### src/rtl/mc_ctrl.sv
// mc_ctrl: multi-cycle control FSM for the MIPS-subset datapath
// Ports:
//   clk, reset            rising-edge clock, asynchronous active-high reset
//   opcode, func, zero    IR fields from the decoder and the ALU zero flag
//   mem_ready             data memory handshake for MEMRD/MEMWR
//   pc_we..pc_sel         datapath enables and mux selects
//   instr_done, illegal,  single-cycle status pulses
//   mem_err
//   state                 current FSM state for debug
module mc_ctrl #(
    parameter int MEM_TIMEOUT = 0,
    parameter int CNT_W       = 8
) (
    input  logic       clk,
    input  logic       reset,
    input  logic [5:0] opcode,
    input  logic [5:0] func,
    input  logic       zero,
    input  logic       mem_ready,
    output logic       pc_we,
    output logic       ir_we,
    output logic       reg_we,
    output logic       mem_re,
    output logic       mem_we,
    output logic       alu_srca,
    output logic [1:0] alu_srcb,
    output logic       ext_op,
    output logic [1:0] alu_op,
    output logic [1:0] reg_dst,
    output logic [1:0] wd_sel,
    output logic [1:0] pc_sel,
    output logic       instr_done,
    output logic       illegal,
    output logic       mem_err,
    output logic [3:0] state
);
    localparam logic [3:0] S_FETCH  = 4'd0;
    localparam logic [3:0] S_DECODE = 4'd1;
    localparam logic [3:0] S_EXE    = 4'd2;
    localparam logic [3:0] S_MEMADR = 4'd3;
    localparam logic [3:0] S_MEMRD  = 4'd4;
    localparam logic [3:0] S_MEMWR  = 4'd5;
    localparam logic [3:0] S_WB     = 4'd6;
    localparam logic [3:0] S_BR     = 4'd7;
    localparam logic [3:0] S_JMP    = 4'd8;
    localparam logic [CNT_W-1:0] TO_LAST = CNT_W'((MEM_TIMEOUT > 0) ? MEM_TIMEOUT - 1 : 0);

    logic [3:0]       state_q, state_d;
    logic [5:0]       op_q, fn_q;
    logic [CNT_W-1:0] cnt_q, cnt_d;

    // IR is only guaranteed stable in DECODE, so decode live there and from the latch afterwards
    logic [5:0] op, fn;
    assign op = (state_q == S_DECODE) ? opcode : op_q;
    assign fn = (state_q == S_DECODE) ? func : fn_q;

    logic r_type, is_addu, is_subu, is_jr, is_nop, is_ori, is_lui, is_lw, is_sw, is_beq, is_j, is_jal, legal;
    assign r_type  = op == 6'b000000;
    assign is_addu = r_type && fn == 6'b100001;
    assign is_subu = r_type && fn == 6'b100011;
    assign is_jr   = r_type && fn == 6'b001000;
    assign is_nop  = r_type && fn == 6'b000000;
    assign is_ori  = op == 6'b001101;
    assign is_lui  = op == 6'b001111;
    assign is_lw   = op == 6'b100011;
    assign is_sw   = op == 6'b101011;
    assign is_beq  = op == 6'b000100;
    assign is_j    = op == 6'b000010;
    assign is_jal  = op == 6'b000011;
    assign legal   = is_addu | is_subu | is_jr | is_nop | is_ori | is_lui | is_lw | is_sw | is_beq | is_j | is_jal;

    logic in_mem, abort;
    assign in_mem = (state_q == S_MEMRD) || (state_q == S_MEMWR);
    // a ready response in the last allowed cycle takes priority over the timeout
    assign abort  = (MEM_TIMEOUT != 0) && in_mem && !mem_ready && (cnt_q == TO_LAST);

    always_comb begin
        state_d = state_q;
        case (state_q)
            S_FETCH:  state_d = S_DECODE;
            S_DECODE: state_d = (!legal || is_nop) ? S_FETCH :
                                (is_addu || is_subu || is_ori || is_lui) ? S_EXE :
                                (is_lw || is_sw) ? S_MEMADR :
                                is_beq ? S_BR : S_JMP;
            S_EXE:    state_d = S_WB;
            S_MEMADR: state_d = is_lw ? S_MEMRD : S_MEMWR;
            S_MEMRD:  state_d = mem_ready ? S_WB : abort ? S_FETCH : S_MEMRD;
            S_MEMWR:  state_d = (mem_ready || abort) ? S_FETCH : S_MEMWR;
            default:  state_d = S_FETCH;
        endcase
    end

    assign cnt_d = (state_q == S_MEMADR) ? '0 : (in_mem && !mem_ready) ? cnt_q + CNT_W'(1) : cnt_q;

    always_ff @(posedge clk or posedge reset) begin
        if (reset) begin
            state_q <= S_FETCH;
            op_q    <= '0;
            fn_q    <= '0;
            cnt_q   <= '0;
        end else begin
            state_q <= state_d;
            cnt_q   <= cnt_d;
            if (state_q == S_DECODE) begin
                op_q <= opcode;
                fn_q <= func;
            end
        end
    end

    assign state = state_q;

    // every control output is forced inactive while reset is held, regardless of state
    always_comb begin
        pc_we      = 1'b0;
        ir_we      = 1'b0;
        reg_we     = 1'b0;
        mem_re     = 1'b0;
        mem_we     = 1'b0;
        alu_srca   = 1'b0;
        alu_srcb   = 2'd0;
        ext_op     = 1'b0;
        alu_op     = 2'd0;
        reg_dst    = 2'd0;
        wd_sel     = 2'd0;
        pc_sel     = 2'd0;
        instr_done = 1'b0;
        illegal    = 1'b0;
        mem_err    = 1'b0;
        if (!reset) begin
            case (state_q)
                S_FETCH: begin
                    ir_we    = 1'b1;
                    pc_we    = 1'b1;
                    alu_srcb = 2'd2;
                end
                S_DECODE: begin
                    alu_srcb   = 2'd3;
                    ext_op     = 1'b1;
                    instr_done = !legal || is_nop;
                    illegal    = !legal;
                end
                S_EXE: begin
                    alu_srca = 1'b1;
                    alu_srcb = is_ori ? 2'd1 : 2'd0;
                    alu_op   = is_subu ? 2'd1 : is_ori ? 2'd2 : 2'd0;
                end
                S_WB: begin
                    reg_we     = 1'b1;
                    instr_done = 1'b1;
                    reg_dst    = r_type ? 2'd1 : 2'd0;
                    wd_sel     = is_lui ? 2'd2 : is_lw ? 2'd1 : 2'd0;
                end
                S_MEMADR: begin
                    alu_srca = 1'b1;
                    alu_srcb = 2'd1;
                    ext_op   = 1'b1;
                end
                S_MEMRD: begin
                    mem_re     = 1'b1;
                    mem_err    = abort;
                    instr_done = abort;
                end
                S_MEMWR: begin
                    mem_we     = 1'b1;
                    mem_err    = abort;
                    instr_done = abort || mem_ready;
                end
                S_BR: begin
                    alu_srca   = 1'b1;
                    alu_op     = 2'd1;
                    pc_sel     = 2'd1;
                    pc_we      = zero;
                    instr_done = 1'b1;
                end
                S_JMP: begin
                    pc_we      = 1'b1;
                    instr_done = 1'b1;
                    pc_sel     = is_jr ? 2'd3 : 2'd2;
                    reg_we     = is_jal;
                    reg_dst    = is_jal ? 2'd2 : 2'd0;
                    wd_sel     = is_jal ? 2'd3 : 2'd0;
                end
                default: ;
            endcase
        end
    end
endmodule

### config.mk
export PLATFORM = sky130hd
export DESIGN_NAME = mc_ctrl
export DESIGN_NICKNAME = d
export VERILOG_FILES = /design/src/rtl/mc_ctrl.sv
export SDC_FILE = /design/constraint.sdc
export NUM_CORES = 1
export LEC_CHECK = 0
export ABC_AREA = 1
export CAP_MARGIN = 20
export CORE_UTILIZATION = 51
export CTS_BUF_LIST = sky130_fd_sc_hd__clkbuf_4 sky130_fd_sc_hd__clkbuf_8
export CTS_CLUSTER_SIZE = 25
export DETAILED_ROUTE_END_ITERATION = 6
export HOLD_SLACK_MARGIN = 0.03
export PLACE_DENSITY = 0.94
export SLEW_MARGIN = 20
export SYNTH_ARGS = -nofsm -noshare
export SYNTH_HDL_FRONTEND = slang
export SYNTH_SLANG_ARGS = --single-unit
### constraint.sdc
create_clock -name clk -period 4.5 [get_ports clk]
set_clock_uncertainty 0.15 [all_clocks]
set_input_delay 1.35 -clock clk [delete_from_list [all_inputs] [get_ports clk]]
set_output_delay 1.35 -clock clk [all_outputs]
set_load 0.02 [all_outputs]
==> results.ini, run 1 <==
[detailed_routing]
drc=0
drt-total-wl_um=4380
drtIter0Drc=74
wire_per_inst_um=16.9
vias=1499
post_drt_via_cell_ratio=5.79
ant_nets=0
firstDrtPassIters=4

[synth]
syn_area_um2=1210
synth_seq_cells=16
syn_nets=184
yosysWarnings=0
synthCells=168
yosysTopAreaCell=dfrtp_1
synthTopCellsByArea=dfrtp_1 (33%), nand2_1 (10%), nor2_1 (7.8%), inv_1 (6.2%), nand2_2 (5.7%)
ys_types=34
yosysTopAreaCellShare=0.331
ys_seq_area_frac=0.331
syn_avg_cell_area_um2=7.20

[critical_path]
critical_path_class=in2out
worst-path-max-fanout=3
worstPathRequired_ns=3.00
crit_arrival_ns=3.02
crit_path_start_kind=primary input
cp-end-kind=output port

[sta]
slew_violations=0
final_hold_viol_count=0
hold_ws_ns=0.388
fmax_mhz=221
final.setup.worst_slack_ns=-0.0211
period_share=1.00
finalCriticalPeriod_ns=4.52
setup_viol=1

[grt]
met1_usage=0.338
track_usage=0.312
antenna_found_initial=0
met3_usage=0.0576
busiest_layer=met2
grt_pass1_wl_um=5940
grt_use_met2=0.593
overflow=0
grt_pass1_vias=1383
grt_max_degree=20

[cts]
cts_inserted_buffers=3
clock_latency_ns=0.29
cts_root_buf=clkbuf_4
clock_sinks=16
clk_pin_slew_worst_paths_ns=0.10
cts_buffer_depth=2
htree_levels=1
cts_tree=done

[layout]
final_common_cell=nand2_1
finalInstanceArea_um2=1920
stdcell_count=259
drive_gt1_frac=0.377
nets=248
finalCoreUtilization=0.861
area_growth_pct=58.8
nFillCells=117
diodes=0
final_cell_mix=nand2_1 (29), buf_4 (26), inv_1 (20)

[place]
dp.cells=254
dpl_cell_area_um2=1780
place_congestion=0.954
port_buffers=38
hpwl_um=2670

[power_and_ir_drop]
ir_drop_v=0.000542
p_per_area_nw_per_um2=761
power_uw=1460
leakagePower_uw=0.00101

[run_status]
violations=setup timing
outcome=finished with violations

[floorplan]
dieArea_um2=2570
ios=40
core_um2=2230
num_rows=17
start_util=0.542
die_height_um=50.7
die_x_um=50.7

[flow_run]
max-cap-violations=0

[worst_hold_path]
holdCritPathClass=reg2reg

==> power by group <==
part | switching [uW] | leakage (uW) | internal, uW | total [uW]
sequential | 54.8 | 0.000197 | 213 | 268
combinational | 675 | 0.000791 | 421 | 1100
clock | 48.9 | 0.0000210 | 49.4 | 98.3
total | 779 | 0.00101 | 684 | 1460
==> kinds of logic after synthesis <==
family	count (synthesis)	synth area share
buffers and inverters	29	0.109
other	1	0.00310
flip-flops	16	0.331
AND/OR/NAND/NOR	103	0.451
AO/OA/AOI/OAI	19	0.107
==> routing by layer <==
layer  wire length (um)  part of all wire
met5                  0                 0
met4                103             0.024
met3                320             0.073
met2               2310              0.53
met1               1650              0.38
==> sequential cells by signal, indices dropped and copies added (netlist names) <==
register / cells
fn_q: 6
op_q: 6
state: 4
==> repair_timing <==
item                       4_1_cts  5_1_grt
gates resized for setup         30       29
setup endpoints to repair       13       10
hold buffers                     0        0
setup buffers                    0        1
pin swaps                        2       17
==> stage by stage <==
step | setup TNS, ns | worst slack, ns
2_1_floorplan | 0 | 0.227
3_3_place_gp | -2.66 | -0.377
3_5_place_dp | -3.22 | -0.434
4_1_cts | -0.0229 | -0.0229
5_1_grt | -0.0629 | -0.0629
6_report | -0.0211 | -0.0211
==> cells in the mapped netlist, drive strengths merged <==
| cell | instances |
|---|---|
| buf | 4 |
| or2 | 1 |
| o21ai | 10 |
| o41ai | 1 |
| o311ai | 1 |
| conb | 1 |
| o21a | 1 |
| nand3 | 13 |
| o2111ai | 1 |
| dfrtp | 16 |
| nor3 | 6 |
| clkbuf | 1 |
| nand3b | 1 |
| nor2 | 30 |
| clkinv | 2 |
| o22ai | 1 |
| a21oi | 2 |
| nand2 | 48 |
| o221ai | 1 |
| a221oi | 1 |
| nand4 | 4 |
| inv | 22 |
==> path summary, 6_finish.rpt <==
check                                      to  slack (ns)                from  cells after the start
min in group asynchronous   fn_q[1]$_DFF_PP0_        1.40               reset                      3
min                         fn_q[5]$_DFF_PP0_        0.39   fn_q[5]$_DFF_PP0_                      2
max                                instr_done       -0.02             func[2]                     14
max in group asynchronous  state[2]$_DFF_PP0_        2.63               reset                      4
max reg2reg                state[3]$_DFF_PP0_        1.85  state[1]$_DFF_PP0_                     15
min reg2reg                 fn_q[5]$_DFF_PP0_        0.39   fn_q[5]$_DFF_PP0_                      2
==> final cells by class <==
class,count,area [um^2],area share
clock buffer,4,36.3,0.0189
multi-input combinational,123,778,0.405
tap,28,35.0,0.0182
sequential,16,400,0.208
inverter,24,90.1,0.0469
timing repair buffer,64,582,0.303
==> worst max-delay path, cell delays in order <==
cell,delay (ns)
clkdlybuf4s50_1,0.45
inv_1,0.04
nand2_1,0.07
nand2_2,0.08
nand3_2,0.08
nor2_1,0.04
nand2_1,0.06
nand2_1,0.08
nor2_2,0.19
nand3_2,0.12
nand2_2,0.11
nand2_2,0.05
a21oi_2,0.17
buf_6,0.14
Power figures use the tool's default switching activity.
==> run 2: changes to the inputs <==
--- a/config.mk
+++ b/config.mk
@@ -13,7 +13,7 @@
 export DETAILED_ROUTE_END_ITERATION = 6
 export HOLD_SLACK_MARGIN = 0.03
 export PLACE_DENSITY = 0.94
-export SLEW_MARGIN = 20
+export SLEW_MARGIN = 15
 export SYNTH_ARGS = -nofsm -noshare
 export SYNTH_HDL_FRONTEND = slang
 export SYNTH_SLANG_ARGS = --single-unit
==> results of run 2 <==
No change in the layout: final DEF, timing and power equal those of run 1.
==> run 3: changes to the inputs <==
--- a/config.mk
+++ b/config.mk
@@ -5,14 +5,13 @@
 export SDC_FILE = /design/constraint.sdc
 export NUM_CORES = 1
 export LEC_CHECK = 0
-export ABC_AREA = 1
 export CAP_MARGIN = 20
 export CORE_UTILIZATION = 51
 export CTS_BUF_LIST = sky130_fd_sc_hd__clkbuf_4 sky130_fd_sc_hd__clkbuf_8
 export CTS_CLUSTER_SIZE = 25
 export DETAILED_ROUTE_END_ITERATION = 6
 export HOLD_SLACK_MARGIN = 0.03
-export PLACE_DENSITY = 0.94
+export PLACE_DENSITY = 0.93
 export SLEW_MARGIN = 15
 export SYNTH_ARGS = -nofsm -noshare
 export SYNTH_HDL_FRONTEND = slang
==> results.ini, run 3 <==
[synth]
syn_area_um2=1230  ; +2.1%
syn_nets=184  ; unchanged
yosysMostFrequentCell=nand2_1
ys_types=47  ; +38%
ys_seq_area_frac=0.324  ; -0.00671
synth_seq_cells=16  ; unchanged
yosysTopAreaCell=dfrtp_1
synth_common_cells=nand2_1 (41), nor2_1 (19), dfrtp_1 (16), nor3_1 (11), a21oi_1 (8)
synth_edf_count=0  ; unchanged
ys_async_sr_fraction=1.00  ; unchanged
synthCells=168  ; unchanged
synth_flop_cell=dfrtp_1
synthTopCellsByArea=dfrtp_1 (32%), nand2_1 (12%), nor2_1 (5.8%), nor3_1 (4.5%), a21oi_1 (3.2%)
syn_avg_cell_area_um2=7.35  ; +2.1%
yosysWarnings=0  ; unchanged
yosysTopAreaCellShare=0.324  ; -0.00671

[place]
port_buffers=38  ; unchanged
dp.cells=254  ; unchanged
place_congestion=0.970  ; +1.7%
pre_cts_ws_ns=-0.862  ; -0.428 ns
hpwl_um=3060  ; +15%

[worst_hold_path]
hold_depth=2  ; unchanged
holdCritPathClass=reg2reg

[grt]
grt_pass1_vias=1660  ; +20%
grt_max_degree=20  ; unchanged
track_usage=0.381  ; +0.0688
overflow=0  ; unchanged
grt_pass1_wl_um=7410  ; +25%
antenna_found_initial=0  ; unchanged

[floorplan]
num_rows=17  ; unchanged
dieArea_um2=2620  ; +2.0%
ios=40  ; unchanged
die_x_um=51.2  ; +1.0%
start_util=0.548  ; +0.00599
die_height_um=51.2  ; +1.0%
core_um2=2250  ; +0.95%

[detailed_routing]
drc=0  ; unchanged
wire_per_inst_um=21.0  ; +24%
drt-total-wl_um=5540  ; +26%
ant_nets=0  ; unchanged
post_drt_via_cell_ratio=6.92  ; +20%
vias=1827  ; +22%
firstDrtPassIters=5  ; +1
drtIter0Drc=179  ; +140%

[layout]
drive_gt1_frac=0.297  ; -0.0800
final_cell_mix=nand2_1 (41), buf_4 (35), nor2_1 (17)
area_growth_pct=59.7
diodes=0  ; unchanged
final_common_cell=nand2_1
nets=253  ; +2.0%
stdcell_count=264  ; +1.9%

[power_and_ir_drop]
power.switching_uw=531  ; -32%
ir_drop_v=0.000423  ; -22%
pwr-share-clk=0.098  ; +0.031
p_sw_frac=0.509  ; -0.0231
leakagePower_uw=0.000948  ; -6.1%
p_int_uw=512  ; -25%
p_per_area_nw_per_um2=529  ; -30%
combPwrFrac=0.601  ; -0.149
seqPwrFrac=0.301  ; +0.118

[cts]
cts_root_buf=clkbuf_4
cts_tree=done
clock_sinks=16  ; unchanged
htree_levels=1  ; unchanged
hold_buffers=0  ; unchanged
cts_inserted_buffers=3  ; unchanged
clk_pin_slew_worst_paths_ns=0.10  ; about the same
clock_latency_ns=0.30  ; about the same
cts_buffer_depth=2  ; unchanged

[sta]
final_hold_viol_count=0  ; unchanged
period_share=1.01  ; +0.00979
worst-slew-pin-transition_ns=0.623
final.setup.worst_slack_ns=-0.0652  ; -0.0441 ns
rsz0062_at_grt=yes
slew_violations=0  ; unchanged
slew_headroom=0.579
fmax_mhz=219  ; -0.96%
finalCriticalPeriod_ns=4.57  ; +0.0441 ns
setup_viol=1  ; unchanged

[critical_path]
ff2ff_path_depth=7  ; -8
crit_path_start_kind=primary input
crit_arrival_ns=3.07  ; +0.05 ns
critical_path_class=in2out
cp-end-kind=output port
worstPathRequired_ns=3.00  ; about the same
worst-path-max-fanout=2  ; -1

[run_status]
violations=setup timing
outcome=finished with violations

[flow_run]
max-cap-violations=0  ; unchanged

run 3: changes by cell type in the layout (fill, tap and decap cells not counted), moves of 8 or more:
| cell | previous run | this run |
|---|---|---|
| inv_1 | 20 | 6 |
| nor3_1 | 2 | 10 |
| nand2_2 | 14 | 0 |
| nand2_1 | 29 | 41 |
| nand3_2 | 9 | 0 |
| buf_4 | 26 | 35 |
run 3: kinds of logic (layout without fill, tap and decap cells):
kind of cell / after synthesis / after routing / synth area share
compound gates: 31 / 31 / 0.176
buf+inv: 17 / 85 / 0.0658
flops: 16 / 16 / 0.324
other cells: 1 / 1 / 0.00304
simple gates: 103 / 103 / 0.431
run 3: final cells by class:
class / count / area [um^2]
fillers: 120 / 283
flip-flops and latches: 16 / 400
repair buffers: 74 / 621
inverters: 7 / 26.3
clock buffers: 4 / 36.3
well taps: 28 / 35.0
multi-input cells: 135 / 853
run 3: repair_timing:
| item | 4_1_cts | 5_1_grt |
|---|---|---|
| pin swaps | 12 | 10 |
| setup endpoints to repair | 13 | 8 |
| resized for setup | 58 | 35 |
| buffers inserted | 3 | 3 |
run 3: power groups by stage:
stage	combinational, uW	clock [uW]	sequential (uW)
2_1_floorplan	337	0	282
3_3_place_gp	535	0	293
3_5_place_dp	556	0	302
4_1_cts	562	97.2	299
5_1_grt	659	109	321
6_report	627	102	314
run 3: final timing paths:
kind                                     from                 end  slack, ns
max                                   func[5]           alu_op[0]      -0.07
max reg2reg                state[3]$_DFF_PP0_  state[1]$_DFF_PP0_       1.92
min                         fn_q[2]$_DFF_PP0_   fn_q[2]$_DFF_PP0_       0.38
min reg2reg                 fn_q[2]$_DFF_PP0_   fn_q[2]$_DFF_PP0_       0.38
max in group asynchronous               reset   op_q[4]$_DFF_PP0_       2.68
min in group asynchronous               reset   fn_q[0]$_DFF_PP0_       1.32
run 3: worst max-delay path: stages:
cell,delay (ns)
clkdlybuf4s50_1,0.50
and4_4,0.24
a32oi_2,0.12
or4b_4,0.55
a21oi_2,0.15
buf_4,0.15
run 3: metrics by stage:
stage | setup TNS, ns | hold slack, ns | power [uW] | instance area [um^2] | util
2_1_floorplan | 0 | 0.296 | 619 | 1240 | -
3_3_place_gp | -6.07 | 0.311 | 828 | 1830 | 0.810
3_5_place_dp | -6.58 | 0.332 | 858 | 1830 | 0.810
4_1_cts | -0.0535 | 0.359 | 959 | 1870 | 0.831
5_1_grt | -0.145 | 0.408 | 1090 | 1970 | 0.875
6_report | -0.0652 | 0.385 | 1040 | 1970 | 0.875
run 3: routing by layer:
| layer | track usage | share of wire | vias up | routed length, um |
|---|---|---|---|---|
| li1 | - | - | 741 | - |
| met5 | 0 | 0 | - | 0 |
| met1 | 0.458 | 0.34 | 818 | 1870 |
| met3 | 0.0625 | 0.12 | 60 | 670 |
| met2 | 0.645 | 0.48 | 208 | 2650 |
| met4 | 0.207 | 0.063 | 0 | 347 |
